==> config.mk <==
export PLATFORM = sky130hd
export DESIGN_NAME = dco_trim_sequencer_flat
export DESIGN_NICKNAME = d
export VERILOG_FILES = /design/src/rtl/dco_trim_pkg.sv /design/src/rtl/dco_trim_sequencer_if.sv /design/src/rtl/dco_trim_therm.sv /design/src/rtl/dco_trim_sequencer.sv /design/src/flat_wrapper.sv
export SDC_FILE = /design/constraint.sdc
export NUM_CORES = 1
export LEC_CHECK = 0
export CAP_MARGIN = 10
export CELL_PAD_IN_SITES_DETAIL_PLACEMENT = 0
export CELL_PAD_IN_SITES_GLOBAL_PLACEMENT = 1
export CORE_UTILIZATION = 23
export DETAILED_ROUTE_END_ITERATION = 6
export PLACE_DENSITY = 0.78
export SLEW_MARGIN = 40
export SYNTH_ARGS = -nofsm -noshare
export SYNTH_HDL_FRONTEND = slang
export SYNTH_SLANG_ARGS = --single-unit
==> constraint.sdc <==
create_clock -name clock -period 1.9 [get_ports clock]
set_input_delay 0.38 -clock clock [delete_from_list [all_inputs] [get_ports clock]]
set_output_delay 0.38 -clock clock [all_outputs]
set_load 0.005 [all_outputs]
==> src/rtl/dco_trim_pkg.sv <==
// dco_trim_pkg: shared types and helpers for the DCO trim sequencer.
//   state_e     - sequencer state (start-up hold, idle, slewing ramp)
//   cmax        - largest code for a given number of ring stages (2*stages)
//   code_width  - bits needed to hold codes 0..cmax
//   therm       - code to thermometer word, 'code' low bits set, limited to 'width' bits
package dco_trim_pkg;

  localparam int unsigned DefaultStages = 13;
  localparam int unsigned ThermMaxW     = 64;

  typedef enum logic [1:0] {
    StStart = 2'd0,
    StIdle  = 2'd1,
    StRamp  = 2'd2
  } state_e;

  function automatic int unsigned cmax(input int unsigned stages);
    return 2 * stages;
  endfunction

  function automatic int unsigned code_width(input int unsigned stages);
    return $clog2(2 * stages + 1);
  endfunction

  localparam int unsigned DefaultCw = code_width(DefaultStages);

  function automatic logic [ThermMaxW-1:0] therm(input int unsigned code,
                                                 input int unsigned width);
    logic [ThermMaxW-1:0] w;
    w = '0;
    for (int unsigned i = 0; i < ThermMaxW; i++) begin
      w[i] = (i < code) && (i < width);
    end
    return w;
  endfunction

endpackage

==> src/rtl/dco_trim_sequencer_if.sv <==
// dco_trim_sequencer_if: target request handshake between the PLL loop controller
// (master) and the trim sequencer (slave).
//   target_code  - requested code (master -> slave)
//   target_valid - request strobe (master -> slave)
//   target_ready - sequencer accepts a request this cycle (slave -> master)
//   done         - one-cycle pulse, target reached (slave -> master)
//   target_sat   - one-cycle pulse, accepted target was clamped (slave -> master)
interface dco_trim_sequencer_if
  import dco_trim_pkg::*;
#(
  parameter int unsigned CW = DefaultCw
);
  logic [CW-1:0] target_code;
  logic          target_valid;
  logic          target_ready;
  logic          done;
  logic          target_sat;

  modport master (
    output target_code,
    output target_valid,
    input  target_ready,
    input  done,
    input  target_sat
  );

  modport slave (
    input  target_code,
    input  target_valid,
    output target_ready,
    output done,
    output target_sat
  );
endinterface

==> src/rtl/dco_trim_therm.sv <==
// dco_trim_therm: binary code to thermometer trim encoder.
//   code       - in,  CW bits, number of trim bits to set (0..2*STAGES)
//   therm_word - out, 2*STAGES bits, bit i set when i < code; primaries [STAGES-1:0]
//                fill before secondaries [2*STAGES-1:STAGES]
module dco_trim_therm
  import dco_trim_pkg::*;
#(
  parameter int unsigned STAGES = DefaultStages,
  parameter int unsigned CW     = code_width(STAGES)
) (
  input  logic [CW-1:0]       code,
  output logic [2*STAGES-1:0] therm_word
);

  always_comb begin
    therm_word = '0;
    for (int unsigned i = 0; i < 2 * STAGES; i++) begin
      therm_word[i] = (CW'(i) < code);
    end
  end

endmodule

==> src/rtl/dco_trim_sequencer.sv <==
// dco_trim_sequencer: trim controller for the ring-oscillator DCO.
// Holds the oscillator in reset for HOLD_CYCLES after enable, then accepts target codes,
// clamps them to 2*STAGES and slews the applied code one unit every STEP_DIV cycles so
// the thermometer trim word only ever changes by one bit. ext_sel bypasses the trim word
// with ext_trim and freezes the ramp.
// Build option: DCO_TRIM_RAMP_EN defined enables slewing; undefined applies an accepted
// target on the accepting edge (busy stays 0, STEP_DIV unused).
// Ports:
//   clock, resetb - clock, asynchronous active-low reset
//   enable        - oscillator enable, low forces the start-up hold
//   ext_sel       - 1 drives trim from ext_trim and pauses the sequencer
//   ext_trim      - raw external trim word
//   req           - target handshake (code/valid/ready/done/target_sat), slave side
//   trim          - trim word to the ring
//   cur_code      - code currently applied
//   osc_resetb    - oscillator reset, active low
//   busy          - ramp in progress
module dco_trim_sequencer
  import dco_trim_pkg::*;
#(
  parameter int unsigned STAGES      = DefaultStages,
  parameter int unsigned CW          = code_width(STAGES),
  parameter int unsigned STEP_DIV    = 4,
  parameter int unsigned HOLD_CYCLES = 8,
  parameter int unsigned INIT_CODE   = 0
) (
  input  logic                clock,
  input  logic                resetb,
  input  logic                enable,
  input  logic                ext_sel,
  input  logic [2*STAGES-1:0] ext_trim,
  dco_trim_sequencer_if.slave req,
  output logic [2*STAGES-1:0] trim,
  output logic [CW-1:0]       cur_code,
  output logic                osc_resetb,
  output logic                busy
);

  localparam logic [CW-1:0] CmaxCode = CW'(cmax(STAGES));
  localparam logic [CW-1:0] InitCode = CW'(INIT_CODE);
  localparam int unsigned   HoldW    = (HOLD_CYCLES > 1) ? $clog2(HOLD_CYCLES) : 1;
  localparam logic [HoldW-1:0] HoldLast = HoldW'(HOLD_CYCLES - 1);

  state_e             state_q;
  logic [CW-1:0]      cur_code_q;
  logic [HoldW-1:0]   hold_cnt_q;
  logic               osc_resetb_q;
  logic               busy_q;
  logic               done_q;
  logic               sat_q;
  logic               ready;
  logic               over;
  logic [CW-1:0]      clamped;
  logic [2*STAGES-1:0] therm_word;

`ifdef DCO_TRIM_RAMP_EN
  localparam int unsigned   StepW    = (STEP_DIV > 1) ? $clog2(STEP_DIV) : 1;
  localparam logic [StepW-1:0] StepLast = StepW'(STEP_DIV - 1);

  logic [CW-1:0]    tgt_q;
  logic [StepW-1:0] step_cnt_q;
  logic [CW-1:0]    next_code;

  always_comb begin
    next_code = (tgt_q > cur_code_q) ? cur_code_q + 1'b1 : cur_code_q - 1'b1;
  end
`else
  logic unused_step_div;
  assign unused_step_div = (STEP_DIV == 0);
`endif

  always_comb begin
    over    = (req.target_code > CmaxCode);
    clamped = over ? CmaxCode : req.target_code;
  end

  assign ready = (state_q == StIdle) && !ext_sel;

  always_ff @(posedge clock or negedge resetb) begin
    if (!resetb) begin
      state_q      <= StStart;
      cur_code_q   <= InitCode;
      hold_cnt_q   <= '0;
      osc_resetb_q <= 1'b0;
      busy_q       <= 1'b0;
      done_q       <= 1'b0;
      sat_q        <= 1'b0;
`ifdef DCO_TRIM_RAMP_EN
      tgt_q        <= InitCode;
      step_cnt_q   <= '0;
`endif
    end else begin
      done_q <= 1'b0;
      sat_q  <= 1'b0;
      if (!enable) begin
        // Code is kept so the oscillator restarts where it left off.
        state_q      <= StStart;
        hold_cnt_q   <= '0;
        osc_resetb_q <= 1'b0;
        busy_q       <= 1'b0;
      end else begin
        unique case (state_q)
          StStart: begin
            if (hold_cnt_q == HoldLast) begin
              state_q      <= StIdle;
              osc_resetb_q <= 1'b1;
            end else begin
              hold_cnt_q <= hold_cnt_q + 1'b1;
            end
          end
          StIdle: begin
            if (req.target_valid && ready) begin
              sat_q <= over;
              if (clamped == cur_code_q) begin
                done_q <= 1'b1;
              end else begin
`ifdef DCO_TRIM_RAMP_EN
                tgt_q      <= clamped;
                state_q    <= StRamp;
                step_cnt_q <= StepLast;
                busy_q     <= 1'b1;
`else
                cur_code_q <= clamped;
                done_q     <= 1'b1;
`endif
              end
            end
          end
`ifdef DCO_TRIM_RAMP_EN
          StRamp: begin
            // ext_sel freezes code and step counter so the ramp resumes seamlessly.
            if (!ext_sel) begin
              if (step_cnt_q == '0) begin
                step_cnt_q <= StepLast;
                cur_code_q <= next_code;
                if (next_code == tgt_q) begin
                  state_q <= StIdle;
                  busy_q  <= 1'b0;
                  done_q  <= 1'b1;
                end
              end else begin
                step_cnt_q <= step_cnt_q - 1'b1;
              end
            end
          end
`endif
          default: state_q <= StStart;
        endcase
      end
    end
  end

  dco_trim_therm #(
    .STAGES (STAGES),
    .CW     (CW)
  ) u_therm (
    .code       (cur_code_q),
    .therm_word (therm_word)
  );

  assign trim             = ext_sel ? ext_trim : therm_word;
  assign cur_code         = cur_code_q;
  assign osc_resetb       = osc_resetb_q;
  assign busy             = busy_q;
  assign req.target_ready = ready;
  assign req.done         = done_q;
  assign req.target_sat   = sat_q;

endmodule

==> src/flat_wrapper.sv <==
// flat-port wrapper written by rule: the top's interface ports become plain ports
module dco_trim_sequencer_flat import dco_trim_pkg::*;
#(
  parameter int unsigned STAGES      = DefaultStages,
  parameter int unsigned CW          = code_width(STAGES),
  parameter int unsigned STEP_DIV    = 4,
  parameter int unsigned HOLD_CYCLES = 8,
  parameter int unsigned INIT_CODE   = 0
)
  (clock, resetb, enable, ext_sel, ext_trim, trim, cur_code, osc_resetb, busy, req_target_code, req_target_valid, req_target_ready, req_done, req_target_sat);
  dco_trim_sequencer_if #(.CW(CW)) req_i ();
  input  logic clock;
  input  logic resetb;
  input  logic enable;
  input  logic ext_sel;
  input  logic [2*STAGES-1:0] ext_trim;
  output logic [2*STAGES-1:0] trim;
  output logic [CW-1:0] cur_code;
  output logic osc_resetb;
  output logic busy;
  input wire logic [$bits(req_i.target_code)-1:0] req_target_code;
  input wire logic [$bits(req_i.target_valid)-1:0] req_target_valid;
  output wire logic [$bits(req_i.target_ready)-1:0] req_target_ready;
  output wire logic [$bits(req_i.done)-1:0] req_done;
  output wire logic [$bits(req_i.target_sat)-1:0] req_target_sat;
  assign req_i.target_code = req_target_code;
  assign req_i.target_valid = req_target_valid;
  assign req_target_ready = req_i.target_ready;
  assign req_done = req_i.done;
  assign req_target_sat = req_i.target_sat;
  dco_trim_sequencer #(.STAGES(STAGES), .CW(CW), .STEP_DIV(STEP_DIV), .HOLD_CYCLES(HOLD_CYCLES), .INIT_CODE(INIT_CODE)) u_core (.clock(clock), .resetb(resetb), .enable(enable), .ext_sel(ext_sel), .ext_trim(ext_trim), .req(req_i), .trim(trim), .cur_code(cur_code), .osc_resetb(osc_resetb), .busy(busy));
endmodule
# Yosys cells after proc, flatten, opt, wreduce, memory -nomap -nowiden

Cells that the tools add are included.

Register bits after elaboration: 13
Bits of input ports: 36
Output and inout port bits: 36
Logic and storage cells: 68

Add/subtract/negate cells: 1
$lt $le $gt $ge: 27
Equal/unequal tests: 8
Muxes and demuxes: 17
Bitwise operators: 1
Reduce and logical (&&, ||, !) cells: 8

Operators with widths:

| cell                                                   | number |
|---|---|
| < comparator 5 bit (first input constant)              | 10 |
| < comparator 4 x 5 -> 1 bit (first input constant)     | 8 |
| 2-to-1 mux 26 bit                                      | 1 |
| < comparator 3 x 5 -> 1 bit (first input constant)     | 4 |
| < comparator 1 x 5 -> 1 bit (first input constant)     | 2 |
| < comparator 2 x 5 -> 1 bit (first input constant)     | 2 |
| 2-to-1 mux 1 bit                                       | 9 |
| 2-to-1 mux 3 bit                                       | 3 |
| AND reduction 2 bit                                    | 3 |
| equality test 5 bit                                    | 1 |
| > comparator 5 bit (second input constant)             | 1 |
| 2-to-1 mux 5 bit                                       | 1 |
| 2-to-1 mux 2 bit                                       | 2 |
| inequality test 2 x 1 -> 1 bit (second input constant) | 2 |
| inequality test 2 bit (second input constant)          | 2 |
| case mux 2 bit (2 select lines)                        | 1 |
| AND reduction 4 bit                                    | 1 |
| adder 3 x 1 -> 3 bit (second input constant)           | 1 |
| equality test 3 bit (second input constant)            | 1 |
| inequality test 3 x 2 -> 1 bit (second input constant) | 1 |
| equality test 2 x 1 -> 1 bit (second input constant)   | 1 |
| logical AND 1 bit                                      | 2 |
| zero test 2 bit                                        | 1 |
| zero test 1 bit                                        | 1 |
| NOT 1 bit                                              | 1 |

# Longest topological paths before layout

Depth after elaboration: 6
Gate-level depth with buffers: 6
Depth with buffers taken out: 6

# Modules after synthesis

A second synthesis with hierarchy kept.

Cells, all modules: 135
Area total of the unflattened synthesis: 1,156.1 sq um

Modules (own cells, without submodules):

| module             | times used | cells each | area an instance (sq um) | seq. area each (sq um) |
|---|---|---|---|---|
| dco_trim_sequencer | 1          | 86         | 902.1                    | 300.3 |
| dco_trim_therm     | 1          | 49         | 254.0                    | 0.0 |

# Worst setup path before layout

OpenSTA, ideal clock, no wires.

Kind: reg2out
Start: register u_core.cur_code_q[4], in the netlist u_core.cur_code[4]
End: output port trim[19]
Arrival: 1,243 ps
Slack: 277 ps
Cell stages (with the launch flop): 5
Path buffers: 2
Cells stage by stage: dfrtp_1 -> clkbuf_1 -> clkbuf_1 -> o21ai_0 -> o21ai_0

Longest elaborated chain between the ends: 2

Ends and longest elaborated chain:

| item                     | RTL line                  | RTL |
|---|---|---|
| start: declaration       | dco_trim_sequencer.sv:45  | `logic [CW-1:0] cur_code_q;` |
| start signal: assignment | dco_trim_sequencer.sv:82  | `cur_code_q <= InitCode;` |
| start signal: assignment | dco_trim_sequencer.sv:123 | `cur_code_q <= clamped;` |
| < comparator 5 bit       | dco_trim_therm.sv:18      | `therm_word[i] = (CW'(i) < code);` |
| 2-to-1 mux 26 bit        | dco_trim_sequencer.sv:161 | `assign trim = ext_sel ? ext_trim : therm_word;` |
| end: declaration         | flat_wrapper.sv:17        | `output logic [2*STAGES-1:0] trim;` |

Every way passes these cells.

# Final worst setup path

Start: register u_core.cur_code_q[3], in the netlist u_core.cur_code[3]
End: output port trim[1]

Longest elaborated chain between the ends: 2

Ends and longest elaborated chain:

| item                        | RTL line |
|---|---|
| < comparator 1 x 5 -> 1 bit | dco_trim_therm.sv:18 |
| 2-to-1 mux 26 bit           | dco_trim_sequencer.sv:161 |

Every way passes these cells.

==> impl_metrics.py <==
metrics = {
    "timing": {
        "timing_max_transition_violations_final": 0,
        "fmax_mhz": 523.3,
        "post-route-period-util_pct": 100.6,
        "hold_violation_count_in_the_final_report": 0,
        "worst_slew_margin_rel_pct": 66.04,
        "rsz0062_at_grt": "true",
        "finalSetupViolations": 1,
        "max_slew.worst_pin.slew_ns": 0.5079,
        "fin_worst_skew_ns": 0.002211,
        "final.hold.worst_slack_ns": 0.4860,
        "finalCriticalPeriod_ns": 1.911,
        "finalWorstSetupSlack_ns": -0.01109,
    },
    "global_route": {
        "grt_pass1_wl_um": 6499,
        "antenna_found_initial": 0,
        "grt_max_degree": 17,
        "grt_pass1_vias": 1433,
        "global_route.usage.total_pct": 15.90,
        "overflow": 0,
    },
    "place": {
        "preCtsSetupSlack_ns": -0.4444,
        "rd_place_congestion": 0.7281,
        "post-place-cells": 298,
        "place.port_buffers": 70,
        "dp_hpwl_um": 2718,
        "post_dp_cell_area_um2": 2034,
    },
    "critical_path": {
        "regToRegSetupSlack_ns": 0.14,
        "timing.critical_path.arrival_ns": 1.53,
        "endpoint_kind": "output pin",
        "setup.worst_path.start": "u_core.cur_code[3]",
        "worst_ep_required_time_ns": 1.52,
        "regToRegStartpoint": "u_core.cur_code[3]",
        "critical_path_peak_fanout": 6,
        "criticalPathCategory": "reg2out",
        "crit_path_start_kind": "register",
    },
    "clock_tree": {
        "clock_insertion_delay_worst_skew_ns": 0.23,
        "tritoncts": "built",
        "cts.reportedPaths.clkPinSlew_ns": 0.05,
        "cts-htree-levels": 1,
        "cts.root.buffer_cell": "sky130_fd_sc_hd__clkbuf_8",
        "cts-root-to-sink-buffers": 2,
        "cts_inserted_buffers": 3,
        "hold_buffers_post_cts": 0,
        "numClockSinks": 12,
    },
    "cells_and_area": {
        "final_area_um2": 2352,
        "filler_cell_count": 450,
        "instances_no_fill": 318,
        "antenna-diode-count": 0,
        "drive_above_1_share_pct": 36.09,
        "finalNetCount": 306,
        "final_core_util_pct": 53.29,
        "syn2layout_area_growth_pct": 119.6,
    },
    "logic_synthesis": {
        "yosys_warnings": 0,
        "gate_count_after_technology_mapping": 155,
        "yosysSeqAreaShare_pct": 28.04,
        "syn_nets": 193,
        "synth-edff-count": 0,
        "synth_flop_cell": "sky130_fd_sc_hd__dfrtp_1",
        "async_reset_ff_share_pct": 100.0,
        "yosys.cell_types.count": 33,
        "syn-mean-instance-area_um2": 6.910,
        "post_synth_instance_area_um2": 1071,
        "ys_seq_elements": 12,
    },
    "detailed_routing": {
        "drt-initial-drc-count": 16,
        "routedWlPerCell_um": 12.21,
        "drt-total-wl_um": 3884,
        "firstDrtPassIters": 4,
        "remaining_drc_errors": 0,
        "via_per_inst": 4.619,
        "route.antenna.remaining_nets": 0,
        "num_vias": 1469,
    },
    "floorplan": {
        "core_area_um2": 4414,
        "ioPinCount": 72,
        "floorplan.die_area_um2": 4934,
        "start_util_pct": 24.26,
        "fp.dieW_um": 70.24,
        "rows": 24,
        "fp.dieH_um": 70.24,
    },
    "power": {
        "p_leak_nw": 1.106,
        "worst_vdd_drop_mv": 0.4996,
        "power_density_nw_per_um2": 446.6,
    },
    "worst_hold_path": {
        "worst_hold_path_type": "in2async",
    },
    "status": {
        "violations": "negative setup slack",
        "outcome": "complete, but fails checks",
    },
    "flow_run": {
        "drv.max_cap_violation_count": 0,
    },
}
==> layout by cell type (no fill, tap or decap), types with 2 or more instances in the layout <==
cell type	count
sky130_fd_sc_hd__buf_6	11
sky130_fd_sc_hd__or2_4	2
sky130_fd_sc_hd__dfrtp_1	7
sky130_fd_sc_hd__mux2_2	2
sky130_fd_sc_hd__nand2_1	27
sky130_fd_sc_hd__o21ai_0	13
sky130_fd_sc_hd__nor2b_1	7
sky130_fd_sc_hd__inv_1	7
sky130_fd_sc_hd__nand3_1	2
sky130_fd_sc_hd__xor2_1	2
sky130_fd_sc_hd__a21oi_1	12
sky130_fd_sc_hd__dfrtp_2	5
sky130_fd_sc_hd__buf_4	37
sky130_fd_sc_hd__a21oi_2	2
sky130_fd_sc_hd__ha_1	2
sky130_fd_sc_hd__clkbuf_8	3
sky130_fd_sc_hd__dlymetal6s2s_1	3
sky130_fd_sc_hd__dlygate4sd2_1	16
sky130_fd_sc_hd__buf_2	3
sky130_fd_sc_hd__o31ai_2	4
sky130_fd_sc_hd__clkbuf_2	8
sky130_fd_sc_hd__a21boi_0	3
sky130_fd_sc_hd__nand2_2	3
sky130_fd_sc_hd__nor4_4	3
sky130_fd_sc_hd__o21ai_1	10
sky130_fd_sc_hd__nor2_1	7
sky130_fd_sc_hd__clkdlybuf4s50_1	40
sky130_fd_sc_hd__xnor2_1	2
==> final cells by class <==
| cell class | instances | area, µm² | area share [%] |
|---|---|---|---|
| repair buffers | 120 | 1065 | 45.27 |
| multi-input cells | 124 | 848.3 | 36.06 |
| flip-flops and latches | 12 | 306.5 | 13.03 |
| well taps | 52 | 65.06 | 2.766 |
| clock buffers | 3 | 41.29 | 1.755 |
| inverters | 7 | 26.28 | 1.117 |
==> final timing paths <==
check,endpoint,cells after the start
min,u_core.osc_resetb,1
min in group clock,u_core.osc_resetb,1
max in group asynchronous,u_core.cur_code[3],1
min reg2reg,u_core.osc_resetb,1
max,trim[1],6
max reg2reg,u_core.cur_code[3],7
==> critical path, cell delays in order (launching register included) <==
cell	delay, ns
sky130_fd_sc_hd__dfrtp_2	0.46
sky130_fd_sc_hd__buf_12	0.15
sky130_fd_sc_hd__buf_6	0.12
sky130_fd_sc_hd__buf_4	0.14
sky130_fd_sc_hd__nor4_4	0.25
sky130_fd_sc_hd__a21oi_1	0.06
sky130_fd_sc_hd__clkbuf_2	0.11
==> Yosys cell counts (2+ instances only) <==
cell / instances / area, µm²
sky130_fd_sc_hd__nand3_1: 2 / 10.01
sky130_fd_sc_hd__a21oi_1: 15 / 75.07
sky130_fd_sc_hd__nor3_1: 2 / 10.01
sky130_fd_sc_hd__mux2_2: 3 / 33.78
sky130_fd_sc_hd__o21ai_0: 23 / 115.1
sky130_fd_sc_hd__inv_1: 7 / 26.28
sky130_fd_sc_hd__dfrtp_1: 12 / 300.3
sky130_fd_sc_hd__nor4_1: 3 / 18.77
sky130_fd_sc_hd__o31ai_1: 5 / 37.54
sky130_fd_sc_hd__a21boi_0: 3 / 22.52
sky130_fd_sc_hd__clkbuf_1: 9 / 33.78
sky130_fd_sc_hd__nor2_1: 8 / 30.03
sky130_fd_sc_hd__nand2_1: 30 / 112.6
sky130_fd_sc_hd__nor2b_1: 7 / 43.79
sky130_fd_sc_hd__xor2_1: 2 / 17.52
sky130_fd_sc_hd__ha_1: 2 / 25.02
sky130_fd_sc_hd__a31oi_1: 3 / 18.77
sky130_fd_sc_hd__or2_2: 2 / 12.51
sky130_fd_sc_hd__xnor2_1: 2 / 17.52
sky130_fd_sc_hd__and2_1: 2 / 12.51
==> sequential cells by signal, indices dropped and copies added, names as in the netlist <==
| signal | cells |
|---|---|
| u_core.cur_code | 5 |
| u_core.hold_cnt_q | 3 |
| u_core.req.done | 1 |
| u_core.req.target_sat | 1 |
| u_core.state_q | 1 |
| u_core.osc_resetb | 1 |
==> where the power goes <==
part / leakage (nW) / internal [mW] / switching [mW]
logic: 0.932 / 0.320 / 0.220
clock network: 0.0216 / 0.138 / 0.0751
registers: 0.152 / 0.274 / 0.0234
==> cells by family after synthesis <==
| logic type | after synthesis | share of synthesized area (%) |
|---|---|---|
| flops | 12 | 28.04 |
| fa+ha+maj | 2 | 2.336 |
| mux | 4 | 4.089 |
| buf+inv | 19 | 7.126 |
| other cells | 1 | 0.3501 |
| xor+xnor | 4 | 3.272 |
| compound gates | 52 | 27.57 |
| simple gates | 61 | 27.22 |
==> routing by layer <==
layer | vias up | wire (µm) | track usage, %
met5 | - | 0 | 0
met4 | 0 | 44 | 3.778
met3 | 6 | 240 | 2.453
met2 | 52 | 1895 | 27.41
met1 | 658 | 1704 | 20.66
li1 | 753 | - | -
==> through the flow <==
step / power, mW / TNS [ns]
6_report: 1.051 / -0.01109
5_1_grt: 1.129 / -0.2675
4_1_cts: 0.9989 / -0.3614
3_5_place_dp: 0.7405 / -10.28
3_3_place_gp: 0.7355 / -9.798
2_1_floorplan: 0.4588 / 0
==> timing repair <==
action | 4_1_cts | 5_1_grt
cloned | 3 | 0
setup endpoints to repair | 29 | 20
setup buffers | 8 | 7
resized for setup | 71 | 40
pin swaps | 6 | 8
Power figures use the tool's default switching activity.
